## src/rtl/duck_link_pkg.sv

```systemverilog
// Shared definitions for the GPIO coordinate link (transmitter and receiver).
// Bus bit positions, link FSM state encoding and screen range constants.
package duck_link_pkg;

    localparam int DATA_LSB   = 0;
    localparam int DATA_W     = 9;
    localparam int FSTART_BIT = 9;
    localparam int WSEL_BIT   = 10;
    localparam int STROBE_BIT = 11;
    localparam int SHOT_BIT   = 12;
    localparam int PAR_BIT    = 13;
    localparam int GPIO_W     = 36;

    localparam int X_RANGE = 320;
    localparam int Y_RANGE = 240;

    typedef enum logic [2:0] {
        LS_IDLE     = 3'd0,
        LS_SETUP_X  = 3'd1,
        LS_STROBE_X = 3'd2,
        LS_GAP      = 3'd3,
        LS_SETUP_Y  = 3'd4,
        LS_STROBE_Y = 3'd5
    } link_state_t;

    // Odd parity: the returned bit makes the total count of ones odd.
    function automatic logic odd_parity(input logic [10:0] v);
        return ~^v;
    endfunction

endpackage

```

## src/rtl/coord_link_tx_if.sv

```systemverilog
// Sample handshake between the coordinate source and the link transmitter.
interface coord_link_tx_if;
    logic       send_valid;
    logic       send_ready;
    logic [8:0] cursor_x;
    logic [8:0] cursor_y;
    logic       shot;

    modport master (output send_valid, output cursor_x, output cursor_y, output shot,
                    input  send_ready);
    modport slave  (input  send_valid, input  cursor_x, input  cursor_y, input  shot,
                    output send_ready);
endinterface

```

## src/rtl/link_dwell_timer.sv

```systemverilog
// Loadable 8-bit down-counter that parks at zero; sets the dwell time of each link state.
module link_dwell_timer (
    input  logic       clk,
    input  logic       rst_n,
    input  logic       i_load,
    input  logic [7:0] i_load_val,
    output logic       o_zero
);

    logic [7:0] r_count;

    always_ff @(posedge clk or negedge rst_n) begin
        if (!rst_n) begin
            r_count <= 8'd0;
        end else if (i_load) begin
            r_count <= i_load_val;
        end else if (r_count != 8'd0) begin
            r_count <= r_count - 8'd1;
        end
    end

    assign o_zero = (r_count == 8'd0);

endmodule

```

## src/rtl/coord_link_tx.sv

```systemverilog
// Coordinate link transmitter: serialises X/Y/shot as two strobed 9-bit words on GPIO_OUT.
// Optional build macro COORD_LINK_PARITY_EN drives odd parity on GPIO_OUT[13].
module coord_link_tx
    import duck_link_pkg::*;
#(
    parameter int unsigned SETUP_CYCLES  = 4,
    parameter int unsigned STROBE_CYCLES = 4,
    parameter int unsigned GAP_CYCLES    = 2
) (
    input  logic              Clk,
    input  logic              Reset,
    coord_link_tx_if.slave    link,
    output logic [GPIO_W-1:0] GPIO_OUT,
    output logic              frame_done
);

    localparam logic [2:0] S_IDLE     = 3'(LS_IDLE);
    localparam logic [2:0] S_SETUP_X  = 3'(LS_SETUP_X);
    localparam logic [2:0] S_STROBE_X = 3'(LS_STROBE_X);
    localparam logic [2:0] S_GAP      = 3'(LS_GAP);
    localparam logic [2:0] S_SETUP_Y  = 3'(LS_SETUP_Y);
    localparam logic [2:0] S_STROBE_Y = 3'(LS_STROBE_Y);

    localparam logic [7:0] SETUP_M1  = 8'(SETUP_CYCLES - 1);
    localparam logic [7:0] STROBE_M1 = 8'(STROBE_CYCLES - 1);
    localparam logic [7:0] GAP_M1    = 8'(GAP_CYCLES - 1);

    logic [2:0]        r_state;
    logic [8:0]        r_x;
    logic [8:0]        r_y;
    logic              r_shot;
    logic [GPIO_W-1:0] r_gpio;
    logic              r_frame_done;
    logic              r_send_ready;

    logic [2:0]        w_state_next;
    logic              w_transfer;
    logic              w_load;
    logic [7:0]        w_load_val;
    logic              w_zero;
    logic [8:0]        w_src_x;
    logic              w_src_shot;
    logic              w_word_y;
    logic [8:0]        w_data;
    logic [GPIO_W-1:0] w_bus_next;

    assign w_transfer = link.send_valid && (r_state == S_IDLE);

    link_dwell_timer u_dwell (
        .clk        (Clk),
        .rst_n      (Reset),
        .i_load     (w_load),
        .i_load_val (w_load_val),
        .o_zero     (w_zero)
    );

    // Every state change reloads the dwell counter with the next state's length minus one.
    always_comb begin
        w_state_next = r_state;
        w_load       = 1'b0;
        w_load_val   = 8'd0;
        case (r_state)
            S_IDLE: if (w_transfer) begin
                w_state_next = S_SETUP_X;  w_load = 1'b1; w_load_val = SETUP_M1;
            end
            S_SETUP_X: if (w_zero) begin
                w_state_next = S_STROBE_X; w_load = 1'b1; w_load_val = STROBE_M1;
            end
            S_STROBE_X: if (w_zero) begin
                w_state_next = S_GAP;      w_load = 1'b1; w_load_val = GAP_M1;
            end
            S_GAP: if (w_zero) begin
                w_state_next = S_SETUP_Y;  w_load = 1'b1; w_load_val = SETUP_M1;
            end
            S_SETUP_Y: if (w_zero) begin
                w_state_next = S_STROBE_Y; w_load = 1'b1; w_load_val = STROBE_M1;
            end
            S_STROBE_Y: if (w_zero) begin
                w_state_next = S_IDLE;     w_load = 1'b1; w_load_val = 8'd0;
            end
            default: begin
                w_state_next = S_IDLE;     w_load = 1'b1; w_load_val = 8'd0;
            end
        endcase
    end

    // The bus is built from the next state so it appears one cycle after the transfer edge.
    always_comb begin
        w_src_x    = w_transfer ? link.cursor_x : r_x;
        w_src_shot = w_transfer ? link.shot     : r_shot;
        w_word_y   = (w_state_next == S_SETUP_Y) || (w_state_next == S_STROBE_Y);
        w_data     = w_word_y ? r_y : w_src_x;
        w_bus_next = '0;
        if (w_state_next != S_IDLE) begin
            w_bus_next[DATA_LSB +: DATA_W] = w_data;
            w_bus_next[FSTART_BIT] = (w_state_next == S_SETUP_X) || (w_state_next == S_STROBE_X);
            w_bus_next[WSEL_BIT]   = w_word_y;
            w_bus_next[STROBE_BIT] = (w_state_next == S_STROBE_X) || (w_state_next == S_STROBE_Y);
            w_bus_next[SHOT_BIT]   = w_src_shot;
`ifdef COORD_LINK_PARITY_EN
            w_bus_next[PAR_BIT]    = odd_parity({w_word_y, w_src_shot, w_data});
`endif
        end
    end

    always_ff @(posedge Clk or negedge Reset) begin
        if (!Reset) begin
            r_state      <= S_IDLE;
            r_x          <= 9'd0;
            r_y          <= 9'd0;
            r_shot       <= 1'b0;
            r_gpio       <= '0;
            r_frame_done <= 1'b0;
            r_send_ready <= 1'b1;
        end else begin
            r_state      <= w_state_next;
            r_gpio       <= w_bus_next;
            r_frame_done <= (r_state == S_STROBE_Y) && w_zero;
            r_send_ready <= (w_state_next == S_IDLE);
            if (w_transfer) begin
                r_x    <= link.cursor_x;
                r_y    <= link.cursor_y;
                r_shot <= link.shot;
            end
        end
    end

    assign GPIO_OUT       = r_gpio;
    assign frame_done     = r_frame_done;
    assign link.send_ready = r_send_ready;

endmodule

```

## src/flat_wrapper.sv

```systemverilog
// flat-port wrapper written by rule: the top's interface ports become plain ports
module coord_link_tx_flat import duck_link_pkg::*;
#(
    parameter int unsigned SETUP_CYCLES  = 4,
    parameter int unsigned STROBE_CYCLES = 4,
    parameter int unsigned GAP_CYCLES    = 2
)
  (Clk, Reset, GPIO_OUT, frame_done, link_send_valid, link_cursor_x, link_cursor_y, link_shot, link_send_ready);
  coord_link_tx_if link_i ();
  input  logic Clk;
  input  logic Reset;
  output logic [GPIO_W-1:0] GPIO_OUT;
  output logic frame_done;
  input wire logic [$bits(link_i.send_valid)-1:0] link_send_valid;
  input wire logic [$bits(link_i.cursor_x)-1:0] link_cursor_x;
  input wire logic [$bits(link_i.cursor_y)-1:0] link_cursor_y;
  input wire logic [$bits(link_i.shot)-1:0] link_shot;
  output wire logic [$bits(link_i.send_ready)-1:0] link_send_ready;
  assign link_i.send_valid = link_send_valid;
  assign link_i.cursor_x = link_cursor_x;
  assign link_i.cursor_y = link_cursor_y;
  assign link_i.shot = link_shot;
  assign link_send_ready = link_i.send_ready;
  coord_link_tx #(.SETUP_CYCLES(SETUP_CYCLES), .STROBE_CYCLES(STROBE_CYCLES), .GAP_CYCLES(GAP_CYCLES)) u_core (.Clk(Clk), .Reset(Reset), .link(link_i), .GPIO_OUT(GPIO_OUT), .frame_done(frame_done));
endmodule
```

## config.mk

```make
export PLATFORM = sky130hd
export DESIGN_NAME = coord_link_tx_flat
export DESIGN_NICKNAME = d
export VERILOG_FILES = /design/src/rtl/duck_link_pkg.sv /design/src/rtl/coord_link_tx_if.sv /design/src/rtl/link_dwell_timer.sv /design/src/rtl/coord_link_tx.sv /design/src/flat_wrapper.sv
export SDC_FILE = /design/constraint.sdc
export NUM_CORES = 1
export LEC_CHECK = 0
export ABC_CLOCK_PERIOD_IN_PS = 2100
export CORE_MARGIN = 2
export CORE_UTILIZATION = 40
export DETAILED_ROUTE_END_ITERATION = 8
export DONT_BUFFER_PORTS = 1
export PLACE_DENSITY = 0.58
export SLEW_MARGIN = 20
export SYNTH_ARGS = -nofsm -noshare
export SYNTH_HDL_FRONTEND = slang
export SYNTH_SLANG_ARGS = --single-unit
```

## constraint.sdc

```tcl
create_clock -name Clk -period 2.1 [get_ports Clk]
set_input_delay 0.42 -clock Clk [delete_from_list [all_inputs] [get_ports Clk]]
set_output_delay 0.42 -clock Clk [all_outputs]
set_load 0.05 [all_outputs]
```

==> run metrics <==
status finished clean; worst hold path class input pin to register; post-layout minimum cycle time 2020 ps; fraction of registers with async set or reset after synthesis 100%; Least-Margin Pin Slew ~540 ps; Crit. Startpoint u_core.u_dwell.r_count[0]; slowest library cell on the worst path or3b_4; area of the placeable core 5110 um^2; critical-path cell list inv_1, ha_2, or3b_4, o31ai_4, o21ai_4, a22o_1; proportion of layout cells with a drive suffix above 1 19.4%; slew margin rel. between 60% and 70%; depth of the worst register-to-register path 6; most frequently used flop master after synthesis dfrtp_1; worst hold path endpoint u_core.r_y[1]; total buffers and inverters traversed by the critical path 1; worst flop-to-flop path endpoint u_core.GPIO_OUT[7]; synthesis-to-layout area growth 11.8%; most instantiated cells after synthesis dfrtp_1, nand2_1, buf_4, a22o_1, mux2_2; filler cell count ~490; mean post-synth cell area ~11 um^2; register bit count reported by yosys 45; routed wire length per instance 14.2 um; leakage power of the design 1.10 nW; initial standard-cell utilization of the core 41.4%; final layout net count between 200 and 250; violation count after the first detailed-routing iteration roughly 80; kind of start point of the critical path register; post-detailed-route count of antenna-violating nets 0; width of the chip 76.7 um; clock root buffer clkbuf_8; final count of negative-setup-slack endpoints 0; final clock skew 5.84 ps; leading area contributor after synthesis dfrtp_1; HPWL Detailed 2680 um; Max Clk Rate 494 MHz; CTS sink cnt 45; setup slack of the most critical reg-to-reg path 80 ps; count of boundary I/O pins 60; kind of critical path register to register; post-CTS setup-driven buffer insertion count 0; number of H-tree levels 2; gate count of the mapped netlist 197; global-route wire length before repair 6580 um; count of final max-slew check failures 0; router iterations before antenna repair 4; Synth top area share 52.0%; aggregate global-route resource usage between 10 and 15%; Pwr Density 1730 nW/um^2; final routed wirelength across all metal layers 3980 um; startpoint of the worst hold path link_cursor_y[1]; Clk Latency, worst-skew pair 300 ps; Clock transition at path regs 80 ps; cell count along the critical path 6; RePlAce Congestion 0.843; number of library cell types mapped by synthesis 43; antenna diode count 0; total global routing overflow 0; endpoints failing hold 0; Peak supply drop 530 uV; I/O Buffers 0; total clock buffers created by CTS 5; Crit. End Element register; dominant cell by count in the synthesized netlist dfrtp_1; gate family responsible for the most delay along the worst path compound AO/OA/AOI/OAI gates; Residual DRC 0; via count 1361; maximum number of pins on one net before global-route repair 46; worst-path maximum fanout 5; Max Buffers Root-to-Sink 2; via-per-instance ratio 4.84; CP required 2290 ps; warning count from the yosys run 0; Critical Path AT between 2000 and 2500 ps; antenna violations before repair 0; Die Y-Extent 76.7 um; startpoint of the worst register-to-register path u_core.u_dwell.r_count[0]; vias in the first global route 1331; clock tree from TritonCTS yes; fin util between 40% and 50%; placement row count 26; ratio of final minimum period to clock period 96.3%; number of flops mapped to enable cells by yosys 0; PnR Total Power about 4.1 mW; Critical Path Max Stage Delay around 420 ps; cell types with the largest area share after synthesis dfrtp_1, buf_4, nand2_1; part of the Yosys area used for sequential elements around 53%; overall die area 5890 um^2; Max Cap Violations 0; post-synthesis instance area 2120 um^2; Hold Path Cell Cnt 2
[worst max path at each step]
stage	to	slack (ps)
2_1_floorplan	u_core.GPIO_OUT[0]	250
3_3_place_gp	u_core.GPIO_OUT[6]	130
3_5_place_dp	u_core.GPIO_OUT[7]	80
4_1_cts	u_core.GPIO_OUT[7]	60
5_1_grt	u_core.GPIO_OUT[5]	-2
6_report	u_core.GPIO_OUT[7]	80
[routing by layer]
metal  share of wire (%)  GRT usage (%)  routed length (um)
met4                 1.8           7.64                  71
met2                  46           21.2                1850
met5                   0              0                   0
met1                  46           19.4                1840
met3                 5.7           3.06                 227
[worst reg2reg max path, cell delays in order (launching register included)]
cell and delay [ps]:
dfrtp_1 410, inv_1 90, ha_2 210, or3b_4 420, o31ai_4 390, o21ai_4 150, a22o_1 260
[kinds of logic after synthesis]
logic type,synth area share (%)
flip-flops,53.3
multiplexers,5.26
other,0.177
buffers and inverters,9.99
XOR/XNOR,1.24
adder cells (fa/ha/maj),0.591
AND/OR/NAND/NOR,16.6
AO/OA/AOI/OAI,12.9
[cell usage in the layout (no fill, tap or decap), types with 2 or more instances in the layout]
cell type / netlist / routed
o21ai_4: 0 / 2
nand2_1: 35 / 35
clkbuf_8: 0 / 5
a22o_1: 10 / 10
a21oi_1: 5 / 5
o21ai_0: 6 / 6
xnor2_1: 2 / 2
buf_4: 23 / 9
a211oi_1: 2 / 2
nand2b_1: 2 / 2
o211ai_1: 2 / 2
mux2_2: 9 / 9
nor2_1: 8 / 8
inv_1: 4 / 4
dfrtp_1: 44 / 44
nor2b_1: 3 / 3
conb_1: 1 / 23
o21bai_1: 2 / 2
nor3_1: 7 / 7
or3_1: 2 / 2
[sequential cells by signal, summed over array words and instances (netlist names)]
signal	cells
u_core.r_state	3
u_core.frame_done	1
u_core.r_x	9
u_core.r_shot	1
u_core.link.send_ready	1
u_core.u_dwell.r_count	8
u_core.GPIO_OUT	13
u_core.r_y	9
[final cells by class]
class | count | area [um^2] | area share, %
Clock buffer | 6 | 72.6 | 3.07
Sequential cell | 45 | 1130 | 47.6
Multi-Input combinational cell | 142 | 900 | 38.0
Clock inverter | 2 | 38.8 | 1.64
Tap cell | 70 | 87.6 | 3.70
Inverter | 4 | 15.0 | 0.635
Timing Repair Buffer | 12 | 125 | 5.29
[power by group]
group	switching, mW	internal (mW)
logic	0.864	0.688
registers	0.643	1.25
clock network	0.292	0.357
[repair_timing]
action,in CTS,in global routing
endpoints found under the hold margin,45,0
endpoints found under the setup margin,0,10
gates resized for setup,0,5
hold buffers,2,0
[stage by stage]
step	TNS, ps	std cells	cell area (um^2)	worst slack (ps)	hold WS [ps]
2_1_floorplan	0	219	2200	253	124
3_3_place_gp	0	270	2180	129	125
3_5_place_dp	0	270	2180	78.8	125
4_1_cts	0	280	2330	59.7	219
5_1_grt	-1.71	281	2370	-1.62	230
6_report	0	281	2370	76.9	222
Power figures use the tool's default switching activity.
